`src/rtl/cpu_ctrl_seq.sv`:
```
// Purpose : fetch/decode/execute sequencer for the 18-bit accumulator CPU; drives
//           register-block enables, PC control and synchronous memory strobes.
// Latency : NOP/JMP 5, LDA/STA 6, ADD/AND 7, INP/OUT 6 + wait cycles (from F0).
// Backpressure: I/O ops stall in a wait state on I_flag/O_flag, abandoned after IO_TIMEOUT waits.
//
// Ports: clk/rst (async, active high); run (stop at instruction boundary when low);
//        opcode, I_flag, O_flag from the register block; one-hot register-block
//        enables; mem_rd/mem_wr/addr_sel; pc_inc/pc_load; alu_en/alu_op; in_sel;
//        instr_done / io_timeout pulses; busy (high outside IDLE).
module cpu_ctrl_seq #(
    parameter int IO_TIMEOUT = 255,
    parameter int TO_W       = 8
) (
    input  logic       clk,
    input  logic       rst,
    input  logic       run,
    input  logic [2:0] opcode,
    input  logic       I_flag,
    input  logic       O_flag,
    output logic       read_inpr_en,
    output logic       write_outr_en,
    output logic       read_ac_en,
    output logic       write_ac_en,
    output logic       read_ir_en,
    output logic       write_ir_en,
    output logic       mem_rd,
    output logic       mem_wr,
    output logic       addr_sel,
    output logic       pc_inc,
    output logic       pc_load,
    output logic       alu_en,
    output logic       alu_op,
    output logic [1:0] in_sel,
    output logic       instr_done,
    output logic       io_timeout,
    output logic       busy
);

    typedef enum logic [3:0] {
        S_IDLE, S_F0, S_F1, S_D0, S_D1,
        S_WAIT_I, S_WAIT_O, S_TMO,
        S_E0, S_E1, S_E2
    } state_t;

    localparam logic [2:0] OP_NOP = 3'd0;
    localparam logic [2:0] OP_LDA = 3'd1;
    localparam logic [2:0] OP_STA = 3'd2;
    localparam logic [2:0] OP_ADD = 3'd3;
    localparam logic [2:0] OP_AND = 3'd4;
    localparam logic [2:0] OP_JMP = 3'd5;
    localparam logic [2:0] OP_INP = 3'd6;
    localparam logic [2:0] OP_OUT = 3'd7;

    localparam logic [TO_W:0] TO_LIM = (TO_W+1)'(IO_TIMEOUT);

    state_t          state, next;
    logic [2:0]      op;
    logic [TO_W-1:0] cnt;
    logic            last;
    logic            timeout_hit;

    // The wait that brings the counter up to IO_TIMEOUT is the last one; a flag
    // seen in that same cycle still takes the E0 branch because it is tested first.
    assign timeout_hit = (({1'b0, cnt} + (TO_W+1)'(1)) == TO_LIM);

    always_ff @(posedge clk or posedge rst) begin
        if (rst) begin
            state <= S_IDLE;
            op    <= 3'd0;
            cnt   <= '0;
        end else begin
            state <= next;
            if (state == S_D1)
                op <= opcode;
            // Counter is zero whenever a wait state is entered; it only runs inside one.
            if (state == S_WAIT_I || state == S_WAIT_O)
                cnt <= cnt + 1'b1;
            else
                cnt <= '0;
        end
    end

    always_comb begin
        next = state;
        last = 1'b0;
        case (state)
            S_IDLE: if (run) next = S_F0;
            S_F0:   next = S_F1;
            S_F1:   next = S_D0;
            S_D0:   next = S_D1;
            // op is only latched at the end of D1, so branch on the live opcode here.
            S_D1: begin
                case (opcode)
                    OP_INP:  next = I_flag ? S_E0 : S_WAIT_I;
                    OP_OUT:  next = O_flag ? S_E0 : S_WAIT_O;
                    default: next = S_E0;
                endcase
            end
            S_WAIT_I: begin
                if (I_flag)           next = S_E0;
                else if (timeout_hit) next = S_TMO;
            end
            S_WAIT_O: begin
                if (O_flag)           next = S_E0;
                else if (timeout_hit) next = S_TMO;
            end
            S_TMO: last = 1'b1;
            S_E0: begin
                if (op == OP_NOP || op == OP_JMP) last = 1'b1;
                else                               next = S_E1;
            end
            S_E1: begin
                if (op == OP_ADD || op == OP_AND) next = S_E2;
                else                               last = 1'b1;
            end
            S_E2:    last = 1'b1;
            default: next = S_IDLE;
        endcase
        // run is only looked at on an instruction boundary.
        if (last)
            next = run ? S_F0 : S_IDLE;
    end

    always_comb begin
        read_inpr_en  = 1'b0;
        write_outr_en = 1'b0;
        read_ac_en    = 1'b0;
        write_ac_en   = 1'b0;
        read_ir_en    = 1'b0;
        write_ir_en   = 1'b0;
        mem_rd        = 1'b0;
        mem_wr        = 1'b0;
        addr_sel      = 1'b0;
        pc_inc        = 1'b0;
        pc_load       = 1'b0;
        alu_en        = 1'b0;
        alu_op        = 1'b0;
        in_sel        = 2'd0;
        instr_done    = 1'b0;
        io_timeout    = 1'b0;
        busy          = (state != S_IDLE);
        case (state)
            S_F0: mem_rd = 1'b1;
            S_F1: begin
                write_ir_en = 1'b1;
                pc_inc      = 1'b1;
            end
            S_TMO: io_timeout = 1'b1;
            S_E0: begin
                case (op)
                    OP_NOP: instr_done = 1'b1;
                    OP_LDA: begin
                        mem_rd   = 1'b1;
                        addr_sel = 1'b1;
                    end
                    OP_STA: read_ac_en = 1'b1;
                    OP_ADD, OP_AND: begin
                        read_ac_en = 1'b1;
                        mem_rd     = 1'b1;
                        addr_sel   = 1'b1;
                    end
                    OP_JMP: begin
                        pc_load    = 1'b1;
                        instr_done = 1'b1;
                    end
                    OP_INP:  read_inpr_en = 1'b1;
                    default: read_ac_en   = 1'b1;
                endcase
            end
            S_E1: begin
                case (op)
                    OP_LDA: begin
                        write_ac_en = 1'b1;
                        instr_done  = 1'b1;
                    end
                    OP_STA: begin
                        mem_wr     = 1'b1;
                        addr_sel   = 1'b1;
                        instr_done = 1'b1;
                    end
                    OP_ADD, OP_AND: begin
                        alu_en = 1'b1;
                        alu_op = (op == OP_AND);
                    end
                    OP_INP: begin
                        write_ac_en = 1'b1;
                        in_sel      = 2'd2;
                        instr_done  = 1'b1;
                    end
                    OP_OUT: begin
                        write_outr_en = 1'b1;
                        in_sel        = 2'd2;
                        instr_done    = 1'b1;
                    end
                    default: ;
                endcase
            end
            S_E2: begin
                write_ac_en = 1'b1;
                in_sel      = 2'd1;
                instr_done  = 1'b1;
            end
            default: ;
        endcase
    end

endmodule
```
`config.mk`:
```
export PLATFORM = sky130hd
export DESIGN_NAME = cpu_ctrl_seq
export DESIGN_NICKNAME = d
export VERILOG_FILES = /design/src/rtl/cpu_ctrl_seq.sv
export SDC_FILE = /design/constraint.sdc
export NUM_CORES = 1
export LEC_CHECK = 0
export CELL_PAD_IN_SITES_DETAIL_PLACEMENT = 1
export CELL_PAD_IN_SITES_GLOBAL_PLACEMENT = 1
export CORE_MARGIN = 1.5
export CORE_UTILIZATION = 36
export CTS_CLUSTER_SIZE = 40
export DETAILED_ROUTE_END_ITERATION = 10
export GPL_ROUTABILITY_DRIVEN = 0
export PLACE_DENSITY_LB_ADDON = 0.05
export SYNTH_ARGS = -nofsm -noshare
export SYNTH_HDL_FRONTEND = slang
export SYNTH_SLANG_ARGS = --single-unit
export TNS_END_PERCENT = 1
```
`constraint.sdc`:
```
create_clock -name clk -period 2.6 [get_ports clk]
set_input_delay 0.78 -clock clk [delete_from_list [all_inputs] [get_ports clk]]
set_output_delay 0.78 -clock clk [all_outputs]
set_load 0.02 [all_outputs]
```
==> results of run 1 <==
-- cell families (layout without fill, tap and decap cells) --
logic type | Yosys count | after routing
AOI/OAI and AO/OA | 37 | 37
xor gates and xnor gates | 5 | 5
adders and majority gates | 2 | 2
buffers and inverters | 19 | 52
DFF | 15 | 15
muxes | 5 | 5
other | 1 | 1
and+or+nand+nor | 60 | 60
-- timing repair --
item,4_1_cts,5_1_grt
setup endpoints to repair,16,9
resized for setup,48,14
pin swaps,0,2
hold endpoints to repair,0,0
-- metal layers --
metal  routed length [um]  share of wire [%]  up-vias  track usage [%]
met3                   99                3.2        6            0.873
met1                 1340                 43      552             24.0
met2                 1640                 52       25             34.5
met5                    0                  0        -                0
met4                   61                1.9        0             9.21
li1                     -                  -      571                -
-- area by class of cell --
cell class | instances | area (sq um)
fillers | 395 | 1560
clock inverters | 1 | 5.00
flip-flops and latches | 15 | 375
well taps | 44 | 55.1
clock buffers | 3 | 22.5
multi-input cells | 110 | 707
inverters | 9 | 33.8
repair buffers | 39 | 293
-- power by group --
group	switching, mW	leakage [nW]	internal, mW
combinational	0.547	0.476	0.411
sequential	0.0485	0.200	0.292
clock	0.0689	0.0177	0.0569
-- Yosys cell counts (3+ instances only) --
cell / instances
clkbuf_1: 3
a21oi_1: 9
nand2b_1: 6
nor3_1: 4
nand3_1: 5
xor2_1: 4
nand2_1: 7
o21ai_0: 7
mux2i_1: 3
nor2b_1: 3
dfrtp_1: 15
nor2_1: 19
inv_1: 9
o22ai_1: 5
buf_2: 4
-- path summary, 6_finish.rpt --
| path | startpoint | endpoint | slack [ps] | cells after the start |
|---|---|---|---|---|
| hold / removal | cnt[0]$_DFF_PP0_ | cnt[0]$_DFF_PP0_ | 560 | 1 |
| max in group asynchronous | rst | state[2]$_DFFE_PP0P_ | 1390 | 2 |
| min in group asynchronous | rst | cnt[7]$_DFF_PP0_ | 850 | 2 |
| setup reg to reg | state[1]$_DFFE_PP0P_ | state[0]$_DFFE_PP0P_ | 780 | 6 |
| setup / recovery | state[1]$_DFFE_PP0P_ | addr_sel | -70 | 6 |
| hold reg to reg | cnt[0]$_DFF_PP0_ | cnt[0]$_DFF_PP0_ | 560 | 1 |
-- registers in the layout, indices dropped and copies added (netlist names) --
name and cells:
state 4, cnt 8, op 3
==> results.cfg, run 1 <==
[outcome]
status = finished with violations
violations = negative setup slack

[timing]
max_slew_margin_pct = 63.2
slew_viol_final = 0
hold_viol = 0
finalSetupViolCount = 2
tightest_slew_ps = 551
final.setup.worst_slack_ps = -65.0
hold_ws_ps = 563
clock_skew_ps = 0.608
rsz0062_at_grt = true
tns_ps = -92.3
min_period_over_period_pct = 103
fmax_mhz = 375
fin_crit_ps = 2670

[worst_setup_path]
end_kind = output pin
start_kind = register
critPathKind = register to output pin
path_cells = or4b_4 -> or2_4 -> nor2_2 -> a31oi_1 -> o22ai_1 -> buf_4
slowest_stage = or4b_4
critPathRequiredTime_ps = 1820
critical_path_buf_inv_count = 1
path_delay_family = simple AND/OR/NAND/NOR gates
slowest_delay_ps = 550
crit_arrival_ps = 1890
crit_fanout = 2

[clock_network]
cts_root_buffer = clkbuf_4
cts_buffers = 3
htree_levels = 1
post_cts_buffers = 0
holdBufCountCts = 0
cts_tree = done
clock_sinks = 15
clk_latency_ps = 270
cts_buffer_depth = 2
clk_pin_slew_worst_paths_ps = 80

[synth]
synth.net_count = 154
syn_area_sq_um = 1150
synth_edf_count = 0
synthDistinctLibCells = 45
synthSimpleGateAreaFrac_pct = 27.7
yosysTopAreaCell = dfrtp_1
synth.avg_cell_area_sq_um = 7.99
synth_compound_area_share_pct = 20.8
synth_flop_cell = dfrtp_1
synth-xor-area-share_pct = 3.81
synth_mux_area_share_pct = 4.57
synthCells = 144
ys_seq_area_share_pct = 32.6
yosysWarningCount = 0
synthAdderAreaFrac_pct = 2.18
synth_area_leaders = dfrtp_1 (33%), nor2_1 (6.2%), a21oi_1 (3.9%)
synth_top_area_share_pct = 32.6
async_flop_share_pct = 100
synth_top_family_by_area = simple AND/OR/NAND/NOR gates
ys_seq_elements = 15

[floorplan]
fp-row-count = 20
die_y_um = 59.5
start_util_pct = 37.7
fp.coreArea_sq_um = 3050
io_pins = 26
die_area_sq_um = 3540
fp.dieW_um = 59.5

[grt]
grt_pass1_vias = 1140
grt_max_degree = 16
grt.total_usage_pct = 19.5
antenna_found_initial = 0
grt-ovfl-total = 0
grt_pass1_wl_mm = 5.19

[layout]
utilization_pct = 48.9
post_layout_nonfiller_instances = 221
layout_commonest_cell = nor2_1
area_growth_pct = 29.7
fin_area_sq_um = 1490
antenna-diode-count = 0
nets = 188
drive_above_1_share_pct = 23.7
mostFrequentLayoutCells = nor2_1 (17), buf_4 (16), dfrtp_1 (15)

[routing]
dr.first_iter.drc_count = 28
first_pass_iters = 4
vias = 1154
vias_per_cell = 5.22
drc = 0
ant_nets = 0
wl_mm = 3.14
post_drt_wl_per_cell_um = 14.2

[worst_hold_path]
hold_path.class = register to register

[place]
dp_cells = 217
place_area_sq_um = 1500
dpl.hpwl_mm = 2.45
post-place-ws_ps = -217
portBuffers = 24

[power]
finalPower_mw = 1.42
p_per_area_nw_per_um2 = 955
worst_ir_drop_vdd_uv = 391
p_leak_nw = 0.694

[run]
drv_cap = 0
Power figures use the tool's default switching activity.
==> inputs of run 2 (changes only) <==
--- a/config.mk
+++ b/config.mk
@@ -8,7 +8,7 @@
 export CELL_PAD_IN_SITES_DETAIL_PLACEMENT = 1
 export CELL_PAD_IN_SITES_GLOBAL_PLACEMENT = 1
 export CORE_MARGIN = 1.5
-export CORE_UTILIZATION = 36
+export CORE_UTILIZATION = 39
 export CTS_CLUSTER_SIZE = 40
 export DETAILED_ROUTE_END_ITERATION = 10
 export GPL_ROUTABILITY_DRIVEN = 0
==> constraint.sdc (replaced) <==
create_clock -name clk -period 3.07 [get_ports clk]
set_input_delay 0.921 -clock clk [delete_from_list [all_inputs] [get_ports clk]]
set_output_delay 0.921 -clock clk [all_outputs]
set_load 0.02 [all_outputs]
==> results.cfg, run 2 (synthesized netlist as in run 1, its figures left out) <==
[routing]
drc = 0
vias_per_cell = 5.58
post_drt_wl_per_cell_um = 15.3
dr.first_iter.drc_count = 28
ant_nets = 0
wl_mm = 3.10
first_pass_iters = 4
vias = 1128

[layout]
mostFrequentLayoutCells = nor2_1 (19), dfrtp_1 (15), clkdlybuf4s50_1 (12)
layout_commonest_cell = nor2_1
largest_reg_flops = 8
area_growth_pct = 28.4
fin_area_sq_um = 1480
fillerInstances = 340
top_register = cnt
drive_above_1_share_pct = 11.7
nets = 182
antenna-diode-count = 0
top_regs = cnt x8, state x4, op x3
utilization_pct = 53.1

[worst_setup_path]
critical_path_buf_inv_count = 1
critPathKind = register to output pin
end_kind = output pin
critPathRequiredTime_ps = 2150
crit_fanout = 8
r2r_start = state[3]$_DFFE_PP0P_
path_delay_family = buffers and inverters
path_cells = nor2b_1 -> o21bai_1 -> a211oi_1 -> clkdlybuf4s50_1
crit_arrival_ps = 2060
slowest_delay_ps = 630
critPathLaunch = op[2]$_DFFE_PP0P_
start_kind = register
slowest_stage = clkdlybuf4s50_1

[timing]
rsz0062_at_grt = true
slew_viol_final = 0
max_slew_margin_pct = 51.1
hold_ws_ps = 579
finalSetupViolCount = 0
final.setup.worst_slack_ps = 92.3
hold_viol = 0
fin_crit_ps = 2980
fmax_mhz = 336
clock_skew_ps = 4.17
min_period_over_period_pct = 97.0
tightest_slew_ps = 728

[clock_network]
cts_tree = done
clk_latency_ps = 270
cts_root_buffer = clkbuf_4
post_cts_buffers = 0
clock_sinks = 15
cts_buffers = 3
clk_pin_slew_worst_paths_ps = 80
htree_levels = 1
cts_buffer_depth = 2

[grt]
antenna_found_initial = 0
grt-ovfl-total = 0
grt.total_usage_pct = 20.7
grt_pass1_wl_mm = 5.30
grt_max_degree = 16
grt_pass1_vias = 1113

[power]
worst_ir_drop_vdd_uv = 512
finalPower_mw = 1.18
p_switching_mw = 0.548
p_leak_nw = 0.736
p_int_mw = 0.632
p_per_area_nw_per_um2 = 799
power.share.clock_pct = 9.0
combPwrFrac_pct = 65.4
sw_frac_of_total_pct = 46.5
p_seq_share_pct = 25.6

[outcome]
status = complete, no violations

[place]
place_area_sq_um = 1440
dpl.hpwl_mm = 2.46
post-place-ws_ps = 114
portBuffers = 24

[floorplan]
io_pins = 26
die_area_sq_um = 3280
fp.dieW_um = 57.3
fp-row-count = 19
start_util_pct = 41.3
die_y_um = 57.3
fp.coreArea_sq_um = 2780

[run]
drv_cap = 0

[worst_hold_path]
hold_path.class = register to register
worstHoldStart = cnt[7]$_DFF_PP0_
## run 2: changes by cell type in the layout (fill, tap and decap cells not counted), sizes merged
cell and change:
buf -16, clkdlybuf4s50 +5, clkinv -1, dlygate4sd2 +1, dlymetal6s2s +5
## run 2: repair_timing
action	4_1_cts	5_1_grt
hold buffers	0	0
resized for setup	7	9
setup endpoints to repair	7	9
## run 2: per-stage QoR
step                      instances  setup TNS [ps]
after detailed placement        198               0
after global routing            202           -2.18
after floorplan                 144               0
after global placement          198               0
after CTS                       202               0
final                           202               0
## run 2: worst paths after layout
kind / endpoint / slack (ps) / cells after the start
max: mem_rd / 90 / 4
min: cnt[7]$_DFF_PP0_ / 580 / 2
max reg2reg: state[1]$_DFFE_PP0P_ / 1050 / 6
min reg2reg: cnt[7]$_DFF_PP0_ / 580 / 2
max in group asynchronous: cnt[1]$_DFF_PP0_ / 1700 / 2
min in group asynchronous: cnt[0]$_DFF_PP0_ / 1010 / 2
## run 2: worst min-delay path: cells and delay by family, from the launching register on
kind	cells	cell delay, ps
XOR/XNOR	1	80
flip-flops	1	390
AND/OR/NAND/NOR	1	80
## run 2: final cells by class
class / instances / area [sq um] / share of cell area [%]
well taps: 31 / 38.8 / 2.63
repair buffers: 33 / 312 / 21.1
inverters: 9 / 33.8 / 2.29
multi-input cells: 110 / 691 / 46.8
clock buffers: 4 / 26.3 / 1.78
flip-flops and latches: 15 / 375 / 25.4
## run 2: power by group through the flow
stage	Combinational (mW)	Clock, mW	Sequential [mW]
CTS	0.769	0.112	0.302
detailed placement	0.770	0	0.305
global placement	0.752	0	0.298
finish	0.772	0.106	0.302
global route	0.837	0.121	0.311
floorplan	0.527	0	0.289
## run 2: metal layers
metal | wire length (um) | vias to the layer above | share of wire (%) | GRT usage, %
met5 | 0 | - | 0 | 0
met4 | 21 | 0 | 0.68 | 3.99
met3 | 105 | 2 | 3.4 | 3.63
met2 | 1410 | 20 | 45 | 32.0
met1 | 1560 | 544 | 50 | 30.7
li1 | - | 562 | - | -
